==> src/rtl/spi_cmd_master.sv <==
// SPI mode-0 master that shifts out a framed command (CMD, ADDR, DATA3..0)
// and collects the slave's MISO bits into a 32-bit readback word.
//
// state | meaning
// ------+-----------------------------------------------------------
// IDLE  | waiting for Start, CS high
// SETUP | CS low, first MOSI bit presented, SCLK low
// HIGH  | SCLK high; MISO captured on entry
// LOW   | SCLK low; next MOSI bit shifted out on entry
// HOLD  | SCLK low after the final bit, CS still low
// GAP   | CS high inter-frame gap; Done on first cycle, Busy held
module spi_cmd_master #(
    parameter int CLK_DIV    = 4,
    parameter int GAP_CYCLES = 8
) (
    input  logic        Clk,
    input  logic        Rst_n,
    input  logic        Start,
    input  logic [7:0]  Cmd,
    input  logic [7:0]  Addr,
    input  logic [31:0] Data,
    input  logic [2:0]  Len,
    output logic        Busy,
    output logic        Done,
    output logic [31:0] RxData,
    output logic        SCLK,
    output logic        MOSI,
    output logic        CS,
    input  logic        MISO
);

    typedef enum logic [2:0] {
        S_IDLE,
        S_SETUP,
        S_HIGH,
        S_LOW,
        S_HOLD,
        S_GAP
    } state_t;

    localparam logic [15:0] DIV_LOAD = 16'(CLK_DIV - 1);
    localparam logic [15:0] GAP_LOAD = 16'(GAP_CYCLES - 1);

    state_t      state;
    logic [47:0] tx_sr;
    logic [2:0]  bit_cnt;
    logic [2:0]  byte_cnt;
    logic [2:0]  len_q;
    logic [15:0] tmr;
    logic [2:0]  len_eff;
    logic        tmr_tc;
    logic        last_bit;

    always_comb begin
        len_eff = (Len == 3'd7) ? 3'd6 : Len;
    end

    assign tmr_tc   = (tmr == 16'd0);
    // Final bit: the increment about to happen wraps the bit counter and
    // brings the byte counter up to the frame length.
    assign last_bit = (bit_cnt == 3'd7) && ((byte_cnt + 3'd1) == len_q);

    always_ff @(posedge Clk) begin
        if (!Rst_n) begin
            state    <= S_IDLE;
            tx_sr    <= '0;
            bit_cnt  <= '0;
            byte_cnt <= '0;
            len_q    <= '0;
            tmr      <= '0;
            Busy     <= 1'b0;
            Done     <= 1'b0;
            RxData   <= '0;
            SCLK     <= 1'b0;
            MOSI     <= 1'b0;
            CS       <= 1'b1;
        end else begin
            Done <= 1'b0;
            case (state)
                S_IDLE: begin
                    if (Start) begin
                        if (len_eff == 3'd0) begin
                            Done <= 1'b1;
                        end else begin
                            tx_sr    <= {Cmd, Addr, Data};
                            len_q    <= len_eff;
                            bit_cnt  <= '0;
                            byte_cnt <= '0;
                            tmr      <= DIV_LOAD;
                            CS       <= 1'b0;
                            Busy     <= 1'b1;
                            MOSI     <= Cmd[7];
                            state    <= S_SETUP;
                        end
                    end
                end

                S_SETUP: begin
                    MOSI <= tx_sr[47];
                    if (tmr_tc) begin
                        SCLK   <= 1'b1;
                        RxData <= {RxData[30:0], MISO};
                        tmr    <= DIV_LOAD;
                        state  <= S_HIGH;
                    end else begin
                        tmr <= tmr - 16'd1;
                    end
                end

                S_HIGH: begin
                    if (tmr_tc) begin
                        SCLK    <= 1'b0;
                        tmr     <= DIV_LOAD;
                        bit_cnt <= bit_cnt + 3'd1;
                        if (bit_cnt == 3'd7) begin
                            byte_cnt <= byte_cnt + 3'd1;
                        end
                        if (last_bit) begin
                            state <= S_HOLD;
                        end else begin
                            tx_sr <= {tx_sr[46:0], 1'b0};
                            MOSI  <= tx_sr[46];
                            state <= S_LOW;
                        end
                    end else begin
                        tmr <= tmr - 16'd1;
                    end
                end

                S_LOW: begin
                    if (tmr_tc) begin
                        SCLK   <= 1'b1;
                        RxData <= {RxData[30:0], MISO};
                        tmr    <= DIV_LOAD;
                        state  <= S_HIGH;
                    end else begin
                        tmr <= tmr - 16'd1;
                    end
                end

                S_HOLD: begin
                    if (tmr_tc) begin
                        CS    <= 1'b1;
                        MOSI  <= 1'b0;
                        Done  <= 1'b1;
                        tmr   <= GAP_LOAD;
                        state <= S_GAP;
                    end else begin
                        tmr <= tmr - 16'd1;
                    end
                end

                S_GAP: begin
                    // Busy stays high through the whole gap so a new Start
                    // is only ever seen once the gap has fully elapsed.
                    if (tmr_tc) begin
                        Busy  <= 1'b0;
                        state <= S_IDLE;
                    end else begin
                        tmr <= tmr - 16'd1;
                    end
                end

                default: begin
                    state <= S_IDLE;
                end
            endcase
        end
    end

endmodule

==> config.mk <==
export PLATFORM = sky130hd
export DESIGN_NAME = spi_cmd_master
export DESIGN_NICKNAME = d
export VERILOG_FILES = /design/src/rtl/spi_cmd_master.sv
export SDC_FILE = /design/constraint.sdc
export NUM_CORES = 1
export LEC_CHECK = 0
export ABC_AREA = 1
export BUFFER_PORTS_ARGS = -buffer_cell sky130_fd_sc_hd__buf_4
export CAP_MARGIN = 25
export CORE_UTILIZATION = 40
export CTS_CLUSTER_DIAMETER = 40
export DETAILED_ROUTE_END_ITERATION = 8
export PLACE_DENSITY_LB_ADDON = 0.05
export SYNTH_ARGS = -nofsm -noshare
export SYNTH_HDL_FRONTEND = slang
export SYNTH_SLANG_ARGS = --single-unit
export TNS_END_PERCENT = 1
==> constraint.sdc <==
create_clock -name Clk -period 4.18 [get_ports Clk]
set_input_delay 0.418 -clock Clk [delete_from_list [all_inputs] [get_ports Clk]]
set_output_delay 0.418 -clock Clk [all_outputs]
set_load 0.03 [all_outputs]
== Word-level counts from Yosys, hierarchy flattened ==
Index checks and enable logic that the tools add are counted.

* Bits of input ports: 55
* Register bits: 113

* $add $sub $neg: 3
* Reductions and logical operators: 23
* Muxes and demuxes: 45
* Equality and inequality tests: 17
* Bitwise operators: 1

{| class="wikitable"
|+ Operators with widths
! cell !! count
|-
| 48-bit 2-to-1 mux || 4
|-
| 48-bit case mux with 2 select lines || 1
|-
| 16-bit 2-to-1 mux || 5
|-
| 16-bit case mux with 4 select lines || 1
|-
| 3-bit 2-to-1 mux || 13
|-
| 16-bit logical NOT || 1
|-
| 2-bit inequality test (second input constant) || 8
|-
| 4-bit AND reduction || 4
|-
| 16-bit by 1-bit subtractor with 16-bit output (second input constant) || 1
|-
| 3-bit case mux with 5 select lines || 1
|-
| 1-bit 2-to-1 mux || 13
|-
| 3-bit equality test (second input constant) || 4
|-
| 3-bit case mux with 2 select lines || 2
|-
| 6-bit AND reduction || 2
|-
| 5-bit AND reduction || 2
|-
| 1-bit case mux with 2 select lines || 4
|-
| 2-bit nonzero test || 4
|-
| 4-bit nonzero test || 2
|-
| 3-bit by 1-bit adder with 3-bit output (second input constant) || 2
|-
| 3-bit by 2-bit equality test with 1-bit output (second input constant) || 2
|-
| 3-bit logical NOT || 2
|-
| 3-bit AND reduction || 2
|-
| 1-bit case mux with 4 select lines || 1
|-
| 3-bit by 1-bit equality test with 1-bit output (second input constant) || 1
|-
| other kinds (7) || 7
|}

== Longest topological paths before layout ==
Gate-level depths: netlist (run 1).

* Word-level depth: 6
* Gate-level depth with buffers: 13
* Depth with buffers taken out: 12

== Least setup slack after synthesis (run 1) ==
Ideal clock, no wire load.

* Kind: register to register
* Start point: register tmr[0]
* End point: register tx_sr[40]
* Library setup time: 132 ps
* Stages on the path, launching flop included: 12
* Slack: 2526 ps
* Arrival time: 1522 ps
* Path buffers: 2
* Clock period less this slack: 1654 ps
* Path through: dfxtp_1 > inv_1 > ha_1 > nand3_2 > nor2_2 > nand2_1 > nand2_4 > nand3_2 > buf_4 > buf_4 > nand2_1 > a21oi_1

* Word-level cells in the longest chain between the ends: 3

{| class="wikitable"
|+ RTL lines
! item !! RTL line !! source
|-
| start, declared || 49 || <nowiki>logic [15:0] tmr;</nowiki>
|-
| start signal, assigned || 106 || <nowiki>tmr <= tmr - 16'd1;</nowiki>
|-
| start signal, assigned || 126 || <nowiki>tmr <= tmr - 16'd1;</nowiki>
|-
| start signal, assigned || 137 || <nowiki>tmr <= tmr - 16'd1;</nowiki>
|-
| 16-bit logical NOT || 58 || <nowiki>assign tmr_tc = (tmr == 16'd0);</nowiki>
|-
| 2-bit inequality test (no source line) || n/a ||
|-
| 5-bit AND reduction (no source line) || n/a ||
|-
| end signal, assigned || 85 || <nowiki>tx_sr <= {Cmd, Addr, Data};</nowiki>
|-
| end signal, assigned || 121 || <nowiki>tx_sr <= {tx_sr[46:0], 1'b0};</nowiki>
|-
| end, declared || 45 || <nowiki>logic [47:0] tx_sr;</nowiki>
|}

No other way between the ends.
A chain may end at the register's enable or synchronous reset.

== Worst setup path in the final report (run 1) ==
* Start point: register tmr[0]
* End point: register tx_sr[45]

The elaborated chain is that of the path after synthesis.

==> impl_metrics.env, run 1 <==
export IMPL_dp_cells=1048
export IMPL_grt_overflow=0
export IMPL_hp_start="Len[1]"
export IMPL_path_clk_slew_ns=0.05
export IMPL_crit_path_end_kind="register"
export IMPL_syn_avg_cell_area_um2=6.52
export IMPL_clock_path_buffers=2
export IMPL_grt_pass1_vias=4610
export IMPL_tightest_slew_ns=0.786
export IMPL_hpwl_mm=8.04
export IMPL_period_share_pct=61.1
export IMPL_coreArea_um2=12800
export IMPL_port_buffers=91
export IMPL_numCtsBuffers=17
export IMPL_finalWirelength_mm=12.6
export IMPL_cp_cell_sequence="inv_1 > ha_1 > nand3_2 > nor2_2 > nand2_1 > nand2_4 > nand3_2 > buf_4 > inv_2 > nand2_1 > a21oi_1"
export IMPL_diodes=0
export IMPL_htree_levels=4
export IMPL_rows=41
export IMPL_yosys_area_top_type_share_pct=42.2
export IMPL_slowest_stage="inv_2"
export IMPL_die_w_um=118
export IMPL_cts_tree="done"
export IMPL_setup_violations=0
export IMPL_fin_crit_ns=2.55
export IMPL_ys_seq_area_share_pct=42.2
export IMPL_maxSlewHeadroom_pct=47.5
export IMPL_postRouteAntennaNets=0
export IMPL_critical_path_class="register to register"
export IMPL_antenna_found_initial=0
export IMPL_fp_dieH_um=118
export IMPL_drt_vias_per_instance=4.79
export IMPL_synth_cells=822
export IMPL_syn_to_final_growth_pct=26.6
export IMPL_final_max_slew_viol_count=0
export IMPL_synth_main_ff_cell="dfxtp_1"
export IMPL_syn_num_nets=881
export IMPL_synth_edf_count=0
export IMPL_cts_root_buf="clkbuf_16"
export IMPL_grt_max_degree=66
export IMPL_hold_viol_final=0
export IMPL_rrSetupSlack_ns=1.63
export IMPL_final_area_um2=6790
export IMPL_yosysTopAreaCell="dfxtp_1"
export IMPL_fin_nets=955
export IMPL_startpoint_type="register"
export IMPL_max_stage_delay_ns=0.65
export IMPL_drtPass1Iterations=4
export IMPL_track_usage_pct=18.8
export IMPL_grt_setup_unrepaired="false"
export IMPL_ff2ff_path_depth=11
export IMPL_drive_gt1_share_pct=16.8
export IMPL_grt_pass1_wl_mm=21.4
export IMPL_ys_warn_count=0
export IMPL_vdd_ir_drop_max_mv=0.393
export IMPL_tns_ns=0
export IMPL_start_util_pct=41.8
export IMPL_netlist_area_um2=5360
export IMPL_worstPathArrival_ns=2.88
export IMPL_maxCapViolations=0
export IMPL_dr_total_vias=5172
export IMPL_ios=92
export IMPL_reg2reg_from="tmr[0]"
export IMPL_clk_latency_ns=0.41
export IMPL_hold_end="len_q[1]"
export IMPL_power_density_nw_per_um2=880
export IMPL_drt_initial_drc_count=429
export IMPL_max_freq_ghz=0.392
export IMPL_hp_class="input pin to register"
export IMPL_place_area_um2=6090
export IMPL_reg2reg_to="tx_sr[45]"
export IMPL_required_ns=4.51
export IMPL_crit_fanout=49
export IMPL_ys_ff_latch=113
export IMPL_wl_per_cell_um=11.6
export IMPL_drc_errors=0
export IMPL_post_cts_buffers=0
export IMPL_cts_resized=0
export IMPL_fillers=1241
export IMPL_fin_cells=1079
export IMPL_place_gp_congestion=0.856
export IMPL_fin_skew_ns=0.0145
export IMPL_leakage_nw=3.09
export IMPL_die_area_um2=13900
export IMPL_cts_sinks=113
export IMPL_synthArstFlopShare_pct=0
export IMPL_holdPathStages=3
export IMPL_status="completed"
export IMPL_synth_top_cells_by_area="dfxtp_1 42%, nand2_1 22%, a21oi_1 9.2%"
export IMPL_holdBufCountCts=0
export IMPL_ys_types=29
placed cells by master, fill, tap and decap left out, drive strengths merged, types with 6 or more instances in the layout:
master  count
nand2     316
dfxtp     113
a21oi      99
buf        96
inv        82
nor2       65
o21ai      49
nand3      33
clkbuf     21
nand4       7
bufinv      6
metal layers:
layer	vias to the layer above	routed length [um]	part of all wire [%]	track usage, %
li1	2729	-	-	-
met1	2312	6080	48	24.9
met2	120	5640	45	28.5
met3	11	713	5.7	5.28
met4	0	131	1.0	7.69
met5	-	0	0	0
registers in the layout, summed over array words and instances (netlist names):
register and count:
MOSI 1, state 3, RxData 32, bit_cnt 3
tmr 16, SCLK 1, CS 1, tx_sr 48
byte_cnt 3, Done 1, len_q 3, Busy 1
where the power goes:
group / switching (mW) / internal (mW)
registers: 0.253 / 1.45
logic: 1.75 / 0.855
clock network: 0.491 / 1.17
total: 2.50 / 3.48
kinds of logic (layout without fill, tap and decap cells):
group | after synthesis | in the layout | share of synthesized area (%)
compound gates | 153 | 153 | 14.8
xor+xnor | 1 | 1 | 0.163
fa+ha+maj | 4 | 4 | 0.934
buf+inv | 122 | 207 | 9.45
flops | 113 | 113 | 42.2
simple gates | 429 | 429 | 32.5
layout make-up:
class / count / area, um2 / share of cell area [%]
clock buffers: 21 / 480 / 7.08
clock inverters: 9 / 201 / 2.97
inverters: 81 / 304 / 4.48
multi-input cells: 587 / 2590 / 38.2
flip-flops and latches: 113 / 2260 / 33.3
well taps: 172 / 215 / 3.17
repair buffers: 96 / 733 / 10.8
synthesized netlist by cell type, types with 6 or more instances:
cell type  number
nand2_1       311
dfxtp_1       113
a21oi_1        98
inv_1          75
nor2_1         57
o21ai_0        47
nand3_1        30
clkbuf_1       28
nor2_2          8
nand4_1         7
inv_2           6
per-stage QoR:
step	setup WS, ns	util, %	power, mW	hold WS (ns)
2_1_floorplan	2.53	-	3.70	0.439
3_5_place_dp	1.58	47.5	4.32	0.451
6_report	1.63	52.9	5.97	0.279
4_1_cts	1.61	52.8	6.01	0.269
5_1_grt	1.34	52.9	6.44	0.300
3_3_place_gp	1.65	47.5	4.26	0.436
how the worst max path moves through the flow:
stage	from	endpoint	slack [ns]	cells past startpoint
6_report	tmr[0]	tx_sr[45]	1.63	11
5_1_grt	tmr[0]	tx_sr[40]	1.34	11
4_1_cts	byte_cnt[0]	tx_sr[4]	1.61	10
3_5_place_dp	Len[2]	tx_sr[7]	1.58	10
3_3_place_gp	byte_cnt[0]	tx_sr[46]	1.65	10
2_1_floorplan	tmr[0]	tx_sr[40]	2.53	11
critical path: cells and delay by family (launching register included):
family	cells	cell delay (ns)
AND/OR/NAND/NOR	6	0.67
adder cells (fa/ha/maj)	1	0.23
flip-flops	1	0.32
buffers and inverters	3	1.03
AO/OA/AOI/OAI	1	0.17
(Power assumes the default switching activity.)
==> inputs of run 2 (changes only) <==
==> constraint.sdc (replaced) <==
create_clock -name Clk -period 2.6 [get_ports Clk]
set_input_delay 0.26 -clock Clk [delete_from_list [all_inputs] [get_ports Clk]]
set_output_delay 0.26 -clock Clk [all_outputs]
set_load 0.03 [all_outputs]
==> run 2 against run 1 <==
  * Sequential share of layout area up 0.092 points
  * Die area unchanged
  * Highest routed layer unchanged
  * Setup slack worse by 1.1 ns
  * Power up 59%
  * Design area down 0.28%
  * Fmax up 22%
  * Wire length up 1.0%
  * Via count down 0.50%
==> impl_metrics.env, run 2 (synthesis gave the netlist of run 1 again) <==
export IMPL_status="completed"
export IMPL_start_util_pct=41.8
export IMPL_cts_tree="done"
export IMPL_layout_commonest_cell="nand2_1"
export IMPL_place_area_um2=6130
export IMPL_ios=92
export IMPL_drc_errors=0
export IMPL_cts_resized=0
export IMPL_grt_busiest_layer="met2"
export IMPL_crit_fanout=15
export IMPL_diodes=0
export IMPL_critical_path_class="register to register"
export IMPL_dr_total_vias=5146
export IMPL_path_clk_slew_ns=0.06
export IMPL_reg2reg_from="tmr[0]"
export IMPL_grt_pass1_vias=4657
export IMPL_coreArea_um2=12800
export IMPL_hp_start="MISO"
export IMPL_fillers=1296
export IMPL_rows=41
export IMPL_die_area_um2=13900
export IMPL_max_freq_ghz=0.478
export IMPL_final_max_slew_viol_count=0
export IMPL_startpoint_type="register"
export IMPL_numCtsBuffers=17
export IMPL_power_density_nw_per_um2=1400
export IMPL_hpwl_mm=8.37
export IMPL_post_cts_buffers=0
export IMPL_top_regs="tx_sr: 48 flops, RxData: 32 flops, tmr: 16 flops"
export IMPL_maxCapViolations=0
export IMPL_tightest_slew_ns=0.632
export IMPL_postRouteAntennaNets=0
export IMPL_use_met2_pct=30.3
export IMPL_leakage_nw=3.08
export IMPL_fin_crit_ns=2.09
export IMPL_track_usage_pct=18.9
export IMPL_grt_max_degree=66
export IMPL_antenna_found_initial=0
export IMPL_fp_dieH_um=118
export IMPL_drt_vias_per_instance=4.76
export IMPL_clock_path_buffers=2
export IMPL_largest_reg_flops=48
export IMPL_drtPass1Iterations=6
export IMPL_finalWirelength_mm=12.7
export IMPL_port_buffers=91
export IMPL_tns_ns=0
export IMPL_cts_sinks=113
export IMPL_setup_violations=0
export IMPL_grt_met1_usage_pct=23.4
export IMPL_crit_path_end_kind="register"
export IMPL_vdd_ir_drop_max_mv=0.576
export IMPL_fin_nets=956
export IMPL_hp_class="input pin to register"
export IMPL_cp_startpoint="tmr[0]"
export IMPL_top_register="tx_sr"
export IMPL_grt_pass1_wl_mm=21.3
export IMPL_clk_latency_ns=0.41
export IMPL_grt_use_met3_pct=6.30
export IMPL_cts_root_buf="clkbuf_16"
export IMPL_required_ns=2.94
export IMPL_drt_initial_drc_count=335
export IMPL_drive_gt1_share_pct=16.7
export IMPL_worst_hold_slack_ns=0.130
export IMPL_final_area_um2=6770
export IMPL_fin_skew_ns=0.00690
export IMPL_syn_to_final_growth_pct=26.3
export IMPL_final_cell_mix="311 x nand2_1, 113 x dfxtp_1, 98 x a21oi_1"
export IMPL_hold_viol_final=0
export IMPL_holdBufCountCts=0
export IMPL_grt_overflow=0
export IMPL_worstPathArrival_ns=2.43
export IMPL_place_gp_congestion=0.812
export IMPL_wl_per_cell_um=11.7
export IMPL_grt_setup_unrepaired="false"
export IMPL_htree_levels=4
export IMPL_die_w_um=118
export IMPL_period_share_pct=80.5
export IMPL_maxSlewHeadroom_pct=57.8
run 2: cell count changes in the layout (fill, tap and decap cells not counted):
cell       delta
clkbuf_8      -4
clkbuf_1      +3
clkinv_4      +3
buf_12        +1
bufinv_16     -1
inv_6         +1
run 2: layer usage:
metal  part of all wire, %  vias to the layer above
li1                      -                     2737
met1                    47                     2290
met2                    47                      107
met3                   5.1                       12
met4                   1.1                        0
met5                     0                        -
run 2: layout make-up:
class | instances | area (um2) | area share [%]
multi-input combinational | 587 | 2590 | 38.3
sequential | 113 | 2260 | 33.4
timing repair buffer | 97 | 753 | 11.1
clock buffer | 20 | 437 | 6.45
inverter | 81 | 304 | 4.49
tap | 172 | 215 | 3.18
clock inverter | 12 | 206 | 3.05
run 2: metrics by stage:
| step | instances | power, mW | worst slack (ns) | utilization, % |
|---|---|---|---|---|
| detailed placement | 1050 | 7.00 | 0.520 | 47.8 |
| floorplan | 822 | 5.94 | 0.946 | - |
| global placement | 1050 | 6.91 | 0.605 | 47.8 |
| global route | 1082 | 10.3 | 0.306 | 52.8 |
| CTS | 1082 | 9.59 | 0.504 | 52.8 |
| finish | 1082 | 9.50 | 0.507 | 52.8 |
run 2: worst paths after layout:
path	endpoint	slack (ns)	depth (start not counted)
max	tmr[6]	0.51	10
min	RxData[0]	0.13	3
max reg2reg	tmr[6]	0.51	10
min reg2reg	RxData[31]	0.45	2
run 2: worst max-delay path: stages (launching register included):
cell and delay (ns):
dfxtp_1 0.32, inv_1 0.09, ha_1 0.22, nand3_2 0.14
nor2_2 0.13, nand3_1 0.16, nand2_2 0.25, inv_2 0.18
nand2_2 0.23, nand2_1 0.15, a21oi_1 0.15
run 2: where the power goes:
part | leakage [nW] | switching [mW] | internal (mW)
combinational | 1.85 | 2.82 | 1.42
clock | 0.309 | 0.821 | 1.71
sequential | 0.922 | 0.409 | 2.33
==> inputs of run 3 (changes only) <==
--- a/config.mk
+++ b/config.mk
@@ -5,7 +5,7 @@
 export SDC_FILE = /design/constraint.sdc
 export NUM_CORES = 1
 export LEC_CHECK = 0
-export ABC_AREA = 1
+export ABC_AREA = 0
 export BUFFER_PORTS_ARGS = -buffer_cell sky130_fd_sc_hd__buf_4
 export CAP_MARGIN = 25
 export CORE_UTILIZATION = 40
==> constraint.sdc (replaced) <==
create_clock -name Clk -period 1.99 [get_ports Clk]
set_input_delay 0.199 -clock Clk [delete_from_list [all_inputs] [get_ports Clk]]
set_output_delay 0.199 -clock Clk [all_outputs]
set_load 0.03 [all_outputs]
==> run 3 against run 2 <==
  * Design area rose by 4.4%
  * The flow now finishes with violations (setup timing)
  * Critical endpoint is now tx_sr[0]
  * Global-route usage shrank 0.14 points
  * Sequential share of layout area shrank 1.4 points
  * Via count fell by 10%
  * Register-to-register slack got worse by 0.58 ns
  * Non-clock buffer count up 44
  * Worst hold slack got worse by 0.098 ns
  * Sequential power up 18%
  * Final cell count decreased by 17%
==> impl_metrics.env, run 3 <==
export IMPL_crit_fanout=35
export IMPL_syn_to_final_growth_pct=35.3
export IMPL_rows=41
export IMPL_drc_errors=0
export IMPL_synth_top_cells_by_area="dfxtp_1 43%, mux2i_1 11%, nand2_1 6.3%"
export IMPL_ios=92
export IMPL_critical_path_class="register to register"
export IMPL_place_area_um2=6330
export IMPL_grt_max_degree=60
export IMPL_ys_seq_area_share_pct=43.3
export IMPL_cp_cell_sequence="or4_4 > nor4_4 > buf_4 > a41o_4 > buf_12 > nor2_1 > a41o_1"
export IMPL_die_w_um=116
export IMPL_yosys_top_cells_count="113 x dfxtp_1, 87 x nand2_1, 61 x a21oi_1, 56 x mux2i_1, 53 x o21ai_0"
export IMPL_drive_gt1_share_pct=27.3
export IMPL_fin_crit_ns=2.06
export IMPL_tightest_slew_ns=0.569
export IMPL_p_total_mw=11.4
export IMPL_coreArea_um2=12700
export IMPL_diodes=0
export IMPL_cts_root_buf="clkbuf_16"
export IMPL_synth_main_ff_cell="dfxtp_1"
export IMPL_final_cell_mix="132 x buf_4, 112 x dfxtp_1, 86 x nand2_1"
export IMPL_htree_levels=4
export IMPL_finalWirelength_mm=12.3
export IMPL_hold_viol_final=0
export IMPL_synth_cells=596
export IMPL_holdBufCountCts=0
export IMPL_cts_sinks=113
export IMPL_synthArstFlopShare_pct=0
export IMPL_crit_path_end_kind="register"
export IMPL_wl_per_cell_um=13.8
export IMPL_track_usage_pct=18.8
export IMPL_yosysMostFrequentCell="dfxtp_1"
export IMPL_path_buf_inv=2
export IMPL_leakage_nw=3.13
export IMPL_antenna_found_initial=0
export IMPL_violations="setup timing"
export IMPL_ys_ff_latch=113
export IMPL_syn_avg_cell_area_um2=8.77
export IMPL_grt_pass1_vias=4165
export IMPL_fin_nets=768
export IMPL_hpwl_mm=8.21
export IMPL_maxSlewHeadroom_pct=62.1
export IMPL_numCtsBuffers=17
export IMPL_slowest_stage="or4_4"
export IMPL_ys_types=54
export IMPL_power_density_nw_per_um2=1610
export IMPL_drt_initial_drc_count=205
export IMPL_fillers=1173
export IMPL_setup_violations=12
export IMPL_clock_path_buffers=2
export IMPL_port_buffers=91
export IMPL_hp_class="input pin to register"
export IMPL_critPathTopFamily="simple AND/OR/NAND/NOR gates"
export IMPL_final_max_slew_viol_count=0
export IMPL_postLayoutSetupSlackWorst_ns=-0.0690
export IMPL_required_ns=2.29
export IMPL_start_util_pct=41.2
export IMPL_maxCapViolations=0
export IMPL_fp_dieH_um=116
export IMPL_drt_vias_per_instance=5.16
export IMPL_yosys_area_top_type_share_pct=43.3
export IMPL_clk_latency_ns=0.41
export IMPL_multi_input_area_um2=2830
export IMPL_largest_reg_flops=48
export IMPL_status="complete, but fails checks"
export IMPL_layout_commonest_cell="buf_4"
export IMPL_grt_setup_unrepaired="true"
export IMPL_vdd_ir_drop_max_mv=0.752
export IMPL_ys_warn_count=0
export IMPL_yosysTopAreaCell="dfxtp_1"
export IMPL_grt_pass1_wl_mm=19.9
export IMPL_top_register="tx_sr"
export IMPL_max_stage_delay_ns=0.55
export IMPL_startpoint_type="register"
export IMPL_fin_skew_ns=0.00684
export IMPL_regArea_um2=2260
export IMPL_dr_total_vias=4614
export IMPL_postRouteAntennaNets=0
export IMPL_drtPass1Iterations=4
export IMPL_top_regs="tx_sr: 48 flops, RxData: 32 flops, tmr: 16 flops"
export IMPL_syn_num_nets=655
export IMPL_die_area_um2=13500
export IMPL_final_area_um2=7070
export IMPL_grt_overflow=0
export IMPL_worstPathArrival_ns=2.36
export IMPL_tns_ns=-0.179
export IMPL_synth_edf_count=0
export IMPL_netlist_area_um2=5230
export IMPL_period_share_pct=103
export IMPL_cts_tree="done"
export IMPL_path_clk_slew_ns=0.05
export IMPL_max_freq_ghz=0.486
export IMPL_place_gp_congestion=0.804
## run 3: cells by family after synthesis
| kind of cell | after synthesis | share of synthesized area (%) |
|---|---|---|
| AO/OA/AOI/OAI | 195 | 23.3 |
| XOR/XNOR | 3 | 0.766 |
| adder cells (fa/ha/maj) | 4 | 0.958 |
| buffers and inverters | 53 | 5.12 |
| flip-flops | 113 | 43.3 |
| multiplexers | 56 | 10.7 |
| AND/OR/NAND/NOR | 172 | 15.8 |
## run 3: repair_timing
item,in CTS,in global routing
setup buffers,0,0
cloned,0,1
pin swaps,0,8
setup endpoints to repair,45,107
endpoints found under the hold margin,0,0
gates resized for setup,9,39
## run 3: cell type report
type	count	share of cell area, %
Sequential cell	113	32.0
Inverter	6	0.319
Timing Repair Buffer	141	16.4
Tap cell	172	3.04
Clock inverter	11	1.58
Clock buffer	21	6.65
Multi-Input combinational cell	430	40.0
## run 3: per-stage QoR
stage / setup slack (ns) / hold slack, ns / utilization [%] / std cells
after floorplan: -0.0440 / 0.344 / - / 596
after global placement: -0.0560 / 0.439 / 49.9 / 861
after detailed placement: -0.121 / 0.453 / 49.9 / 861
after CTS: -0.0661 / 0.0162 / 55.0 / 893
after global routing: -0.171 / 0.0318 / 55.8 / 894
final: -0.0690 / 0.0315 / 55.8 / 894
## run 3: per-layer routing
metal	global-route usage (%)	up-vias	share of wire, %
met4	6.92	0	1.3
met2	31.0	84	47
met1	22.6	2143	46
met3	6.54	11	5.2
li1	-	2376	-
met5	0	-	0
## run 3: worst paths after layout
| kind | startpoint | end | slack [ns] | cells past startpoint |
|---|---|---|---|---|
| max reg2reg | tmr[2] | tx_sr[0] | -0.07 | 7 |
| min reg2reg | byte_cnt[1] | byte_cnt[1] | 0.46 | 2 |
| min | Data[0] | tx_sr[0] | 0.03 | 2 |
| max | tmr[2] | tx_sr[0] | -0.07 | 7 |
## run 3: power by group
group          leakage [nW]  switching [mW]  internal [mW]
logic                  1.91            2.86           2.38
registers             0.924           0.398           2.81
clock network         0.292            1.03           1.92
